## src/rtl/mt_rand_arbiter.sv

```systemverilog
// Buffers a Mersenne-twister word stream and shares it round-robin
// among NUM_REQ consumers, after a warm-up discard phase.
module mt_rand_arbiter #(
  parameter int NUM_REQ     = 4,
  parameter int FIFO_AW     = 4,
  parameter int DISCARD_CNT = 16
) (
  input  logic               clk,
  input  logic               reset_n,
  input  logic               flush,
  input  logic [31:0]        rng_data,
  input  logic               rng_valid,
  input  logic [NUM_REQ-1:0] req,
  output logic [NUM_REQ-1:0] gnt,
  output logic [31:0]        gnt_data,
  output logic [FIFO_AW:0]   fifo_level,
  output logic [15:0]        drop_count,
  output logic               warm
);

  localparam int DEPTH = 1 << FIFO_AW;
  localparam int RW    = $clog2(NUM_REQ);
  localparam int DW    =
    (DISCARD_CNT < 2) ? 1 : $clog2(DISCARD_CNT);

  localparam logic [FIFO_AW:0] FULL_LVL =
    (FIFO_AW+1)'(DEPTH);
  localparam logic [DW-1:0] DISC_LAST =
    DW'(DISCARD_CNT - 1);
  localparam logic [RW-1:0] RR_LAST =
    RW'(NUM_REQ - 1);
  localparam logic [RW:0] NREQ_W =
    (RW+1)'(NUM_REQ);

  typedef enum logic {
    S_DISCARD = 1'b0,
    S_RUN     = 1'b1
  } state_e;

  localparam state_e S_INIT =
    (DISCARD_CNT == 0) ? S_RUN : S_DISCARD;

  state_e state_q, state_d;

  logic [DW-1:0]      disc_q, disc_d;
  logic [FIFO_AW-1:0] wr_q, wr_d;
  logic [FIFO_AW-1:0] rd_q, rd_d;
  logic [FIFO_AW:0]   lvl_q, lvl_d;
  logic [15:0]        drop_q, drop_d;
  logic [RW-1:0]      rr_q, rr_d;
  logic [NUM_REQ-1:0] gnt_q, gnt_d;
  logic [31:0]        gdat_q, gdat_d;
  logic [31:0]        mem_q [DEPTH];

  logic          disc_last;
  logic          run;
  logic          full;
  logic          empty;
  logic          found;
  logic [RW-1:0] win;
  logic          pop;
  logic          push;
  logic          drop;
  logic [31:0]   head;

  assign disc_last = (disc_q == DISC_LAST);

  // FSM: state register
  always_ff @(posedge clk or negedge reset_n) begin
    if (!reset_n) begin
      state_q <= S_INIT;
    end else begin
      state_q <= state_d;
    end
  end

  // FSM: next state
  always_comb begin
    state_d = state_q;
    unique case (1'b1)
      flush: begin
        state_d = S_INIT;
      end
      (!flush && state_q == S_DISCARD &&
       rng_valid && disc_last): begin
        state_d = S_RUN;
      end
      default: ;
    endcase
  end

  // FSM: outputs
  always_comb begin
    warm = (state_q == S_RUN);
  end

  // Warm-up counter advances on valid words only
  always_comb begin
    disc_d = disc_q;
    if (flush) begin
      disc_d = '0;
    end else if (state_q == S_DISCARD && rng_valid) begin
      disc_d = disc_last ? '0 : disc_q + 1'b1;
    end
  end

  // Round-robin search starting at rr_q
  always_comb begin
    logic [RW:0]   sum;
    logic [RW-1:0] idx;
    found = 1'b0;
    win   = '0;
    sum   = '0;
    idx   = '0;
    for (int i = 0; i < NUM_REQ; i++) begin
      sum = {1'b0, rr_q} + (RW+1)'(i);
      if (sum >= NREQ_W) begin
        sum = sum - NREQ_W;
      end
      idx = sum[RW-1:0];
      if (!found && req[idx]) begin
        found = 1'b1;
        win   = idx;
      end
    end
  end

  assign run   = (state_q == S_RUN) && !flush;
  assign full  = (lvl_q == FULL_LVL);
  assign empty = (lvl_q == '0);
  assign head  = mem_q[rd_q];

  assign pop  = run && !empty && found;
  assign push = run && rng_valid && (!full || pop);
  assign drop = run && rng_valid && full && !pop;

  always_comb begin
    wr_d  = wr_q;
    rd_d  = rd_q;
    lvl_d = lvl_q;
    if (flush) begin
      wr_d  = '0;
      rd_d  = '0;
      lvl_d = '0;
    end else begin
      if (push) begin
        wr_d = wr_q + 1'b1;
      end
      if (pop) begin
        rd_d = rd_q + 1'b1;
      end
      unique case ({push, pop})
        2'b10:   lvl_d = lvl_q + 1'b1;
        2'b01:   lvl_d = lvl_q - 1'b1;
        default: lvl_d = lvl_q;
      endcase
    end
  end

  always_comb begin
    drop_d = drop_q;
    if (drop && drop_q != 16'hFFFF) begin
      drop_d = drop_q + 16'd1;
    end
  end

  always_comb begin
    gnt_d  = '0;
    gdat_d = gdat_q;
    rr_d   = rr_q;
    if (pop) begin
      gnt_d  = NUM_REQ'(1) << win;
      gdat_d = head;
      rr_d   = (win == RR_LAST) ? '0 : win + 1'b1;
    end
  end

  always_ff @(posedge clk or negedge reset_n) begin
    if (!reset_n) begin
      disc_q <= '0;
      wr_q   <= '0;
      rd_q   <= '0;
      lvl_q  <= '0;
      drop_q <= '0;
      rr_q   <= '0;
      gnt_q  <= '0;
      gdat_q <= '0;
    end else begin
      disc_q <= disc_d;
      wr_q   <= wr_d;
      rd_q   <= rd_d;
      lvl_q  <= lvl_d;
      drop_q <= drop_d;
      rr_q   <= rr_d;
      gnt_q  <= gnt_d;
      gdat_q <= gdat_d;
    end
  end

  // Storage carries no reset; lvl_q alone defines what is valid
  always_ff @(posedge clk) begin
    if (push) begin
      mem_q[wr_q] <= rng_data;
    end
  end

  assign gnt        = gnt_q;
  assign gnt_data   = gdat_q;
  assign fifo_level = lvl_q;
  assign drop_count = drop_q;

endmodule

```

## config.mk

```make
export PLATFORM = sky130hd
export DESIGN_NAME = mt_rand_arbiter
export DESIGN_NICKNAME = d
export VERILOG_FILES = /design/src/rtl/mt_rand_arbiter.sv
export SDC_FILE = /design/constraint.sdc
export NUM_CORES = 1
export LEC_CHECK = 0
export CAP_MARGIN = 20
export CORE_MARGIN = 4
export CORE_UTILIZATION = 40
export DETAILED_ROUTE_END_ITERATION = 12
export PLACE_DENSITY = 0.57
export SLEW_MARGIN = 20
export SYNTH_ARGS = -nofsm -noshare
export SYNTH_HDL_FRONTEND = slang
export SYNTH_SLANG_ARGS = --single-unit
```

## constraint.sdc

```tcl
create_clock -name clk -period 10.7 [get_ports clk]
set_input_delay 2.14 -clock clk [delete_from_list [all_inputs] [get_ports clk]]
set_output_delay 2.14 -clock clk [all_outputs]
set_load 0.01 [all_outputs]
```

=== Word level (Yosys, flattened, before mapping) ===
Memory sizes are Yosys's and may differ from the RTL's. A register that Yosys moved wholly into a read port is not among the register bits.
Index checks and enable logic that the tools add are counted.

* Add/subtract/negate cells: 14
* Equality and inequality tests: 6
* Bitwise gates (word level): 1
* Shift operators: 1
* Mux-type cells: 34
* Reduce and logical (&&, ||, !) cells: 30
* Order comparisons: 8

{| class="wikitable"
|+ Operators with widths
! kind !! count
|-
| $mux W4 || 8
|-
| $mux W2 || 9
|-
| $add A16 B1 Y16 const B || 1
|-
| $ne A16 B16 Y1 const B || 1
|-
| $logic_and A1 B1 Y1 || 15
|-
| $add A4 B1 Y4 const B || 3
|-
| $lt A2 B3 Y1 const B || 4
|-
| $mux W1 || 10
|-
| $pmux W5 S2 || 1
|-
| $ge A3 B3 Y1 const B || 3
|-
| $bmux W1 S2 || 4
|-
| $logic_not A1 Y1 || 8
|-
| $reduce_bool A2 Y1 || 4
|-
| $sub A2 B1 Y2 const B || 4
|-
| $add A2 B2 Y3 const B || 2
|-
| $add A5 B1 Y5 const B || 1
|-
| $eq A5 B5 Y1 const B || 1
|-
| $logic_not A5 Y1 || 1
|-
| $mux W5 || 1
|-
| $sub A5 B1 Y5 const B || 1
|-
| $eq A2 B2 Y1 const B || 2
|-
| $eq A4 B4 Y1 const B || 1
|-
| $shl A1 B2 Y4 const A || 1
|-
| $add A2 B1 Y3 const B || 1
|-
| other kinds (7) || 7
|}

* Bits in writable memories: 512
* Flip-flop bits (word level): 40
* Logic and storage cells: 103
* Memories kept: 1

{| class="wikitable"
|+ Memories
! memory !! words !! bits a word !! read ports !! clocked after memory_dff !! write ports !! line !! text
|-
| mem_q || 16 || 32 || 1 || 1 || 1 || 53 || <nowiki>logic [31:0] mem_q [DEPTH];</nowiki>
|}

=== Longest topological paths before layout ===
Gate-level depths: netlist of the first run.

* Depth after elaboration: 20
* Depth in mapped cells: 8
* Gate-level depth less buffers: 8

=== Worst setup path before layout of the first run ===
OpenSTA, ideal clock, no wires.

* Path kind: in2reg
* From: input port flush
* To: memory mem_q[4][0], enable pin
* Slack: 4986 ps
* Stages on the path: 5
* Data required time: 10239 ps
* Arrival: 5253 ps
* Buffers on the path: 1
* Cells stage by stage: clkbuf_1 nand3b_1 a31oi_2 nand2_1 nor3_1

* Longest elaborated chain between the ends: 8
* Elaborated cells between the ends (all ways): 9

{| class="wikitable"
|+ RTL lines
! item !! line !! text
|-
| from (decl) || 10 || <nowiki>input logic flush,</nowiki>
|-
| $logic_not A1 Y1 (*) || 128 || <nowiki>assign run = (state_q == S_RUN) && !flush;</nowiki>
|-
| $logic_and A1 B1 Y1 (*) || 128 ||
|-
| $logic_and A1 B1 Y1 (2 in a row) || 133 || <nowiki>assign pop = run && !empty && found;</nowiki>
|-
| $logic_or A1 B1 Y1 || 134 || <nowiki>assign push = run && rng_valid && (!full || pop);</nowiki>
|-
| $logic_and A1 B1 Y1 (*) || 134 ||
|-
| $mux W1 (*) || 202 || <nowiki>if (push) begin</nowiki>
|-
| $mux W1 (implied by the code) (*) || 203 || <nowiki>mem_q[wr_q] <= rng_data;</nowiki>
|-
| to (decl) || 53 ||
|}

Every way passes the cells marked *; elsewhere a longest branch is shown, timed or not.

=== Worst setup path in the final report of the first run ===
* From: input port flush
* To: memory mem_q[3][16], enable pin

Same word-level chain as after synthesis.

==> reports/metrics.csv, run 1 <==
metric,value,unit
Mapped Area,0.0226,mm2
Comb power frac,1.2,%
critical path endpoint category,register,
"most common cell after layout, fill and taps aside",edfxtp_1,
Gate Count Post-Synth,1089,
final core utilization,47.9,%
die width,246,um
largest family of logic cells by synthesized area,multiplexers,
switch share,19.4,%
met2 usage,24.8,%
Final ANT Viol Nets,0,
critical path class,in -> reg,
WL/cell,22.8,um
clock slew at reported path FFs,0.06,ns
Synth Area in Adders,0.718,%
I/O pin cnt,98,
startpoint types,primary input,
layout cell share with drive strength beyond 1,21.3,%
H-Tree Depth,2,
post-CTS setup buffers,0,
Inserted Diodes,0,
Synth Area in XOR/XNOR,0.928,%
row count,86,
CTS tree,yes,
Tightest Hold Check Type,reg -> reg,
largest net degree at the start of global routing,98,
# DRC,0,
total of fill cells in the finished design,4625,
reg2reg start,rd_q[1],
Critical Path Max Stage Delay,0.83,ns
grt ovf,0,
Flop pwr share,53.4,%
R2R cell count,4,
crit path max fanout,32,
Buffers on Ports,97,
Routed Wire Length,45700,um
Fin. Hold Viols,0,
root buffer cell,clkbuf_16,
gr busiest metal,met2,
R2R setup slack,7.61,ns
Pleak,8.36,nW
die area,0.0605,mm2
mux cell area share after synthesis,15.7,%
Power Density,174,mW/mm2
CP max stage cell,clkdlybuf4s50_1,
Yosys cell types,45,
final period utilization,45.7,%
initial antenna violation count,0,
HPWL Detailed,24800,um
sequential fraction of the synthesis area,75.9,%
Layout Nets,1264,
min Tclk post-route,4.89,ns
DR vias,10600,
syn nets,1142,
gr usage total,15.4,%
Hold Crit Depth,2,
internal power,0.00374,W
FMAX,205,MHz
MaxCap Viol Count,0,
CTS sink count,584,
vias in the first global route,11100,
relative slew slack,29.5,%
hold bufs inserted after CTS,0,
outcome,"complete, no violations",
Max IR drop VDD,0.147,mV
DRT iter0 DRCs,707,
met1 Usage GRT,22.2,%
vias per inst,5.30,
yosys warns,0,
critical path arrival,5.11,ns
Sw Pwr,0.000902,W
multi-input logic area,0.00528,mm2
Worst Hold End,gnt_data[31],
post-CTS resize count,0,
DRT Pass-1 Iters,5,
RSZ-0062 raised after global routing,no,
FF-to-FF End,gnt_data[12],
post-route setup TNS,0,ns
final setup vio count,0,
Slew @ Worst Pin,1.06,ns
Fin Clk Skew,0.0193,ns
worst skew pair latency,0.62,ns
Post-Synth Simple-Gate Area,3.27,%
gpl congestion,0.739,
Area Overhead vs Synth,17.5,%
starting density of the core,40.8,%
Max Slew Vio Count,0,
Clk pwr share,45.4,%
Compound-Gate Fraction of Synth Area,2.35,%
chip height,246,um
#FFs+latches synth,584,
Hold Crit Start,gnt_data[31],
CTS max path bufs,3,
most frequent cells in the layout,"edfxtp_1 (512), mux4_2 (128), clkdlybuf4s50_1 (96)",
register area,0.0172,mm2
clock buffer count from CTS,60,
met3 Track Usage GR,2.39,%
core area,0.0555,mm2
Avg Inst Size Synth,20.8,um2
first-pass GRT wire length,70600,um
CP Cell Sequence,"clkdlybuf4s50_1, nand3b_1, a31oi_2, nor3b_1, and2_2",
critical path data required time,10.92,ns
-- final cells by class --
class / instances / share of cell area (%)
sequential: 584 / 64.6
timing repair buffer: 110 / 4.33
multi-input combinational: 445 / 19.8
tap: 748 / 3.52
clock inverter: 31 / 1.30
inverter: 10 / 0.141
clock buffer: 81 / 6.28
-- cells by family after synthesis --
logic type	after synthesis
adder cells (fa/ha/maj)	13
XOR/XNOR	24
AND/OR/NAND/NOR	147
buffers and inverters	60
AO/OA/AOI/OAI	65
multiplexers	196
flip-flops	584
-- per-layer routing --
metal | vias to the layer above | wire, um
li1 | 4704 | -
met1 | 5659 | 21100
met2 | 216 | 22000
met3 | 67 | 1850
met4 | 0 | 856
met5 | - | 0
-- registers in the layout, indices dropped and copies added, names as in the netlist --
name	flops
warm	1
disc_q	4
mem_q	512
fifo_level	5
gnt_data	32
wr_q	4
gnt	4
rr_q	2
drop_count	16
rd_q	4
-- Yosys cell counts --
cell	n	area, um2
a211o_1	1	8.76
a211o_2	1	10.0
a211oi_1	3	22.5
a211oi_2	2	25.0
a211oi_4	1	20.0
a21oi_1	10	50.1
a221oi_1	1	8.76
a2bb2oi_1	1	8.76
a311o_1	1	10.0
a31oi_2	1	12.5
a41oi_1	1	8.76
and2_1	14	87.6
and3_1	3	18.8
and3b_1	1	8.76
buf_1	5	18.8
buf_2	23	115
clkbuf_1	22	82.6
dfrtp_1	72	1800
edfxtp_1	512	15400
ha_1	13	163
inv_1	10	37.5
mux2_2	2	22.5
mux2i_1	66	661
mux4_2	128	2880
nand2_1	63	236
nand2b_1	6	37.5
nand3_1	8	40.0
nand3b_1	2	15.0
nand4_1	5	31.3
nand4_4	1	21.3
nor2_1	28	105
nor2b_1	2	12.5
nor3_1	8	40.0
nor3b_1	1	7.51
nor4_4	3	63.8
o21ai_0	6	30.0
o21bai_1	1	7.51
o221ai_1	32	280
o22ai_1	1	6.26
o22ai_2	1	12.5
o31a_2	1	10.0
or3_1	1	6.26
or3b_2	1	8.76
xnor2_1	14	123
xor2_1	10	87.6
-- worst max-delay path, delay by kind of cell --
kind / cells / cell delay, ns
compound gates: 1 / 0.45
buf+inv: 1 / 0.83
simple gates: 3 / 1.62
-- per-stage QoR --
stage                     hold WS [ns]  area (um2)  total power, W  std cells  setup slack, ns
final                            0.495       26600         0.00464       2009             5.81
after global routing             0.525       26600         0.00480       2009             5.57
after CTS                        0.495       26600         0.00470       2008             5.74
after detailed placement         0.479       24600         0.00258       1896             5.08
after global placement           0.474       24500         0.00258       1893             5.06
after floorplan                  0.515       22600         0.00253       1089             4.99
-- power groups by stage --
| stage | clock network (W) | registers, W | logic, W |
|---|---|---|---|
| floorplan | 0 | 0.00253 | 0.00000490 |
| global route | 0.00226 | 0.00248 | 0.0000607 |
| global placement | 0 | 0.00253 | 0.0000522 |
| CTS | 0.00216 | 0.00248 | 0.0000555 |
| finish | 0.00211 | 0.00248 | 0.0000540 |
| detailed placement | 0 | 0.00253 | 0.0000553 |
-- worst max-delay path by stage --
stage / from / endpoint
after floorplan: flush / mem_q[4][0]
after global placement: flush / mem_q[8][26]
after detailed placement: flush / mem_q[11][26]
after CTS: flush / mem_q[11][20]
after global routing: flush / mem_q[1][20]
final: flush / mem_q[3][16]
No activity file was read; power rests on OpenSTA's default activity.
==> run 2, diff against run 1 <==
Clock period 10.7 ns to 4.64 ns, I/O delays scaled along.
==> run 2 against run 1 <==
Utilization rose by 0.46 points. Clock-buffer cell count rose by 1. Setup slack got worse by 4.3 ns. Sequential power rose by 130%. Non-clock buffer count rose by 19. Worst hold slack got worse by 0.12 ns. Via count rose by 1.8%. Final area rose by 0.96%. Highest routed layer unchanged. Register-to-register slack got worse by 5.6 ns.
==> reports/metrics.csv, run 2 (synthesis gave the netlist of run 1 again) <==
metric,value,unit,change
Layout Nets,1283,,was 1264
CP max stage cell,and2_2,,was clkdlybuf4s50_1
DRT iter0 DRCs,753,,was 707
Placed Cells,1916,,was 1896
die width,246,um,unchanged
gr usage total,16.4,%,was 15.4%
crit path max fanout,32,,unchanged
starting density of the core,40.8,%,unchanged
CP Cell Sequence,"clkdlybuf4s50_1, nand3b_1, a31oi_2, and3_1, and2_2",,"was clkdlybuf4s50_1, nand3b_1, a31oi_2, nor3b_1, and2_2"
most frequent cells in the layout,"edfxtp_1 (512), mux4_2 (128), clkdlybuf4s50_1 (96)",,unchanged
outcome,"complete, no violations",,unchanged
vias in the first global route,11300,,was 11100
first-pass GRT wire length,73800,um,was 70600 um
MaxCap Viol Count,0,,unchanged
critical path endpoint category,register,,unchanged
Pleak,8.50,nW,was 8.36 nW
Power Density,401,mW/mm2,was 174 mW/mm2
die area,0.0605,mm2,unchanged
critical path arrival,3.34,ns,was 5.11 ns
Routed Wire Length,49700,um,was 45700 um
CTS tree,yes,,unchanged
register area,0.0172,mm2,unchanged
startpoint types,primary input,,unchanged
Largest register FFs,512,,unchanged
post-route setup TNS,0,ns,unchanged
Fin. Hold Viols,0,,unchanged
clock buffer count from CTS,60,,unchanged
critical path data required time,4.87,ns,was 10.92 ns
hold bufs inserted after CTS,0,,unchanged
multi-input logic area,0.00528,mm2,unchanged
post-CTS resize count,0,,unchanged
clock slew at reported path FFs,0.06,ns,about the same
DP Area,0.0248,mm2,was 0.0246 mm2
Inserted Diodes,0,,unchanged
Slew @ Worst Pin,0.940,ns,was 1.06 ns
Critical Path Max Stage Delay,0.78,ns,was 0.83 ns
H-Tree Depth,2,,unchanged
Final ANT Viol Nets,0,,unchanged
min Tclk post-route,3.10,ns,
critical path class,in -> reg,,unchanged
"most common cell after layout, fill and taps aside",edfxtp_1,,unchanged
Fin Clk Skew,0.0396,ns,was 0.0193 ns
Top reg by flops,mem_q,,unchanged
WL/cell,24.5,um,was 22.8 um
gpl congestion,0.750,,was 0.739
Tightest Hold Check Type,in -> async,,was reg -> reg
hold slack,0.378,ns,was 0.495 ns
FMAX,322,MHz,
worst skew pair latency,0.63,ns,was 0.62 ns
layout cell share with drive strength beyond 1,22.5,%,was 21.3%
"Design Area, Final",0.0269,mm2,was 0.0266 mm2
core area,0.0555,mm2,unchanged
HPWL Detailed,29700,um,was 24800 um
relative slew slack,37.3,%,was 29.5%
largest net degree at the start of global routing,53,,was 98
initial antenna violation count,1,,was 0
Design Power,0.0108,W,was 0.00464 W
Max IR drop VDD,0.289,mV,was 0.147 mV
chip height,246,um,unchanged
CP top delay family,simple AND/OR/NAND/NOR gates,,unchanged
# DRC,0,,unchanged
I/O pin cnt,98,,unchanged
final setup vio count,0,,unchanged
final period utilization,66.9,%,
critical path buffer and inverter count,1,,unchanged
post-CTS setup buffers,0,,unchanged
grt ovf,0,,unchanged
root buffer cell,clkbuf_16,,unchanged
total of fill cells in the finished design,4605,,was 4625
CTS sink count,584,,unchanged
vias per inst,5.34,,was 5.30
Area Overhead vs Synth,18.6,%,was 17.5%
Max Slew Vio Count,0,,unchanged
RSZ-0062 raised after global routing,no,,unchanged
CTS max path bufs,3,,unchanged
row count,86,,unchanged
DR vias,10800,,was 10600
Buffers on Ports,97,,unchanged
Final Non-Filler Cells,2030,,was 2009
DRT Pass-1 Iters,5,,unchanged
[run 2: cell count changes in the layout (fill, tap and decap cells not counted), moves of 2 or more]
cell        before  now
clkinvlp_4       4    2
buf_16           3    0
buf_4            9   20
inv_16           2    0
buf_12           2   13
clkinv_8         0    2
[run 2: routing by layer]
metal  GRT usage, %  vias up  wire [um]
met4           4.37        0        991
li1               -     4752          -
met5              0        -          0
met3           2.68       70       2000
met1           22.7     5805      22000
met2           27.5      214      24700
[run 2: power by group]
part           leakage, nW  switching (W)  internal [W]
Clock                0.999        0.00200       0.00291
Combinational         1.90       0.000104     0.0000348
Sequential            5.60     0.00000157       0.00572
[run 2: final timing paths]
kind / from / to / slack [ns] / cells after the start
hold / removal: reset_n / drop_count[13] / 0.38 / 1
max in group asynchronous: reset_n / gnt_data[26] / 3.36 / 2
setup reg to reg: rd_q[0] / gnt_data[12] / 1.97 / 4
setup / recovery: rng_valid / mem_q[15][10] / 1.54 / 5
hold reg to reg: gnt_data[18] / gnt_data[18] / 0.50 / 2
min in group clk: gnt_data[18] / gnt_data[18] / 0.50 / 2
[run 2: layout make-up]
class	instances	share of cell area, %
clock buffers	82	6.19
clock inverters	32	1.45
inverters	10	0.140
multi-input cells	445	19.6
flip-flops and latches	584	64.0
well taps	748	3.48
repair buffers	129	5.11
[run 2: through the flow]
step	setup WS [ns]	utilization, %
after global placement	0.941	44.7
after global routing	1.36	48.4
after floorplan	0.138	-
after CTS	1.53	48.4
after detailed placement	0.879	44.7
final	1.54	48.4
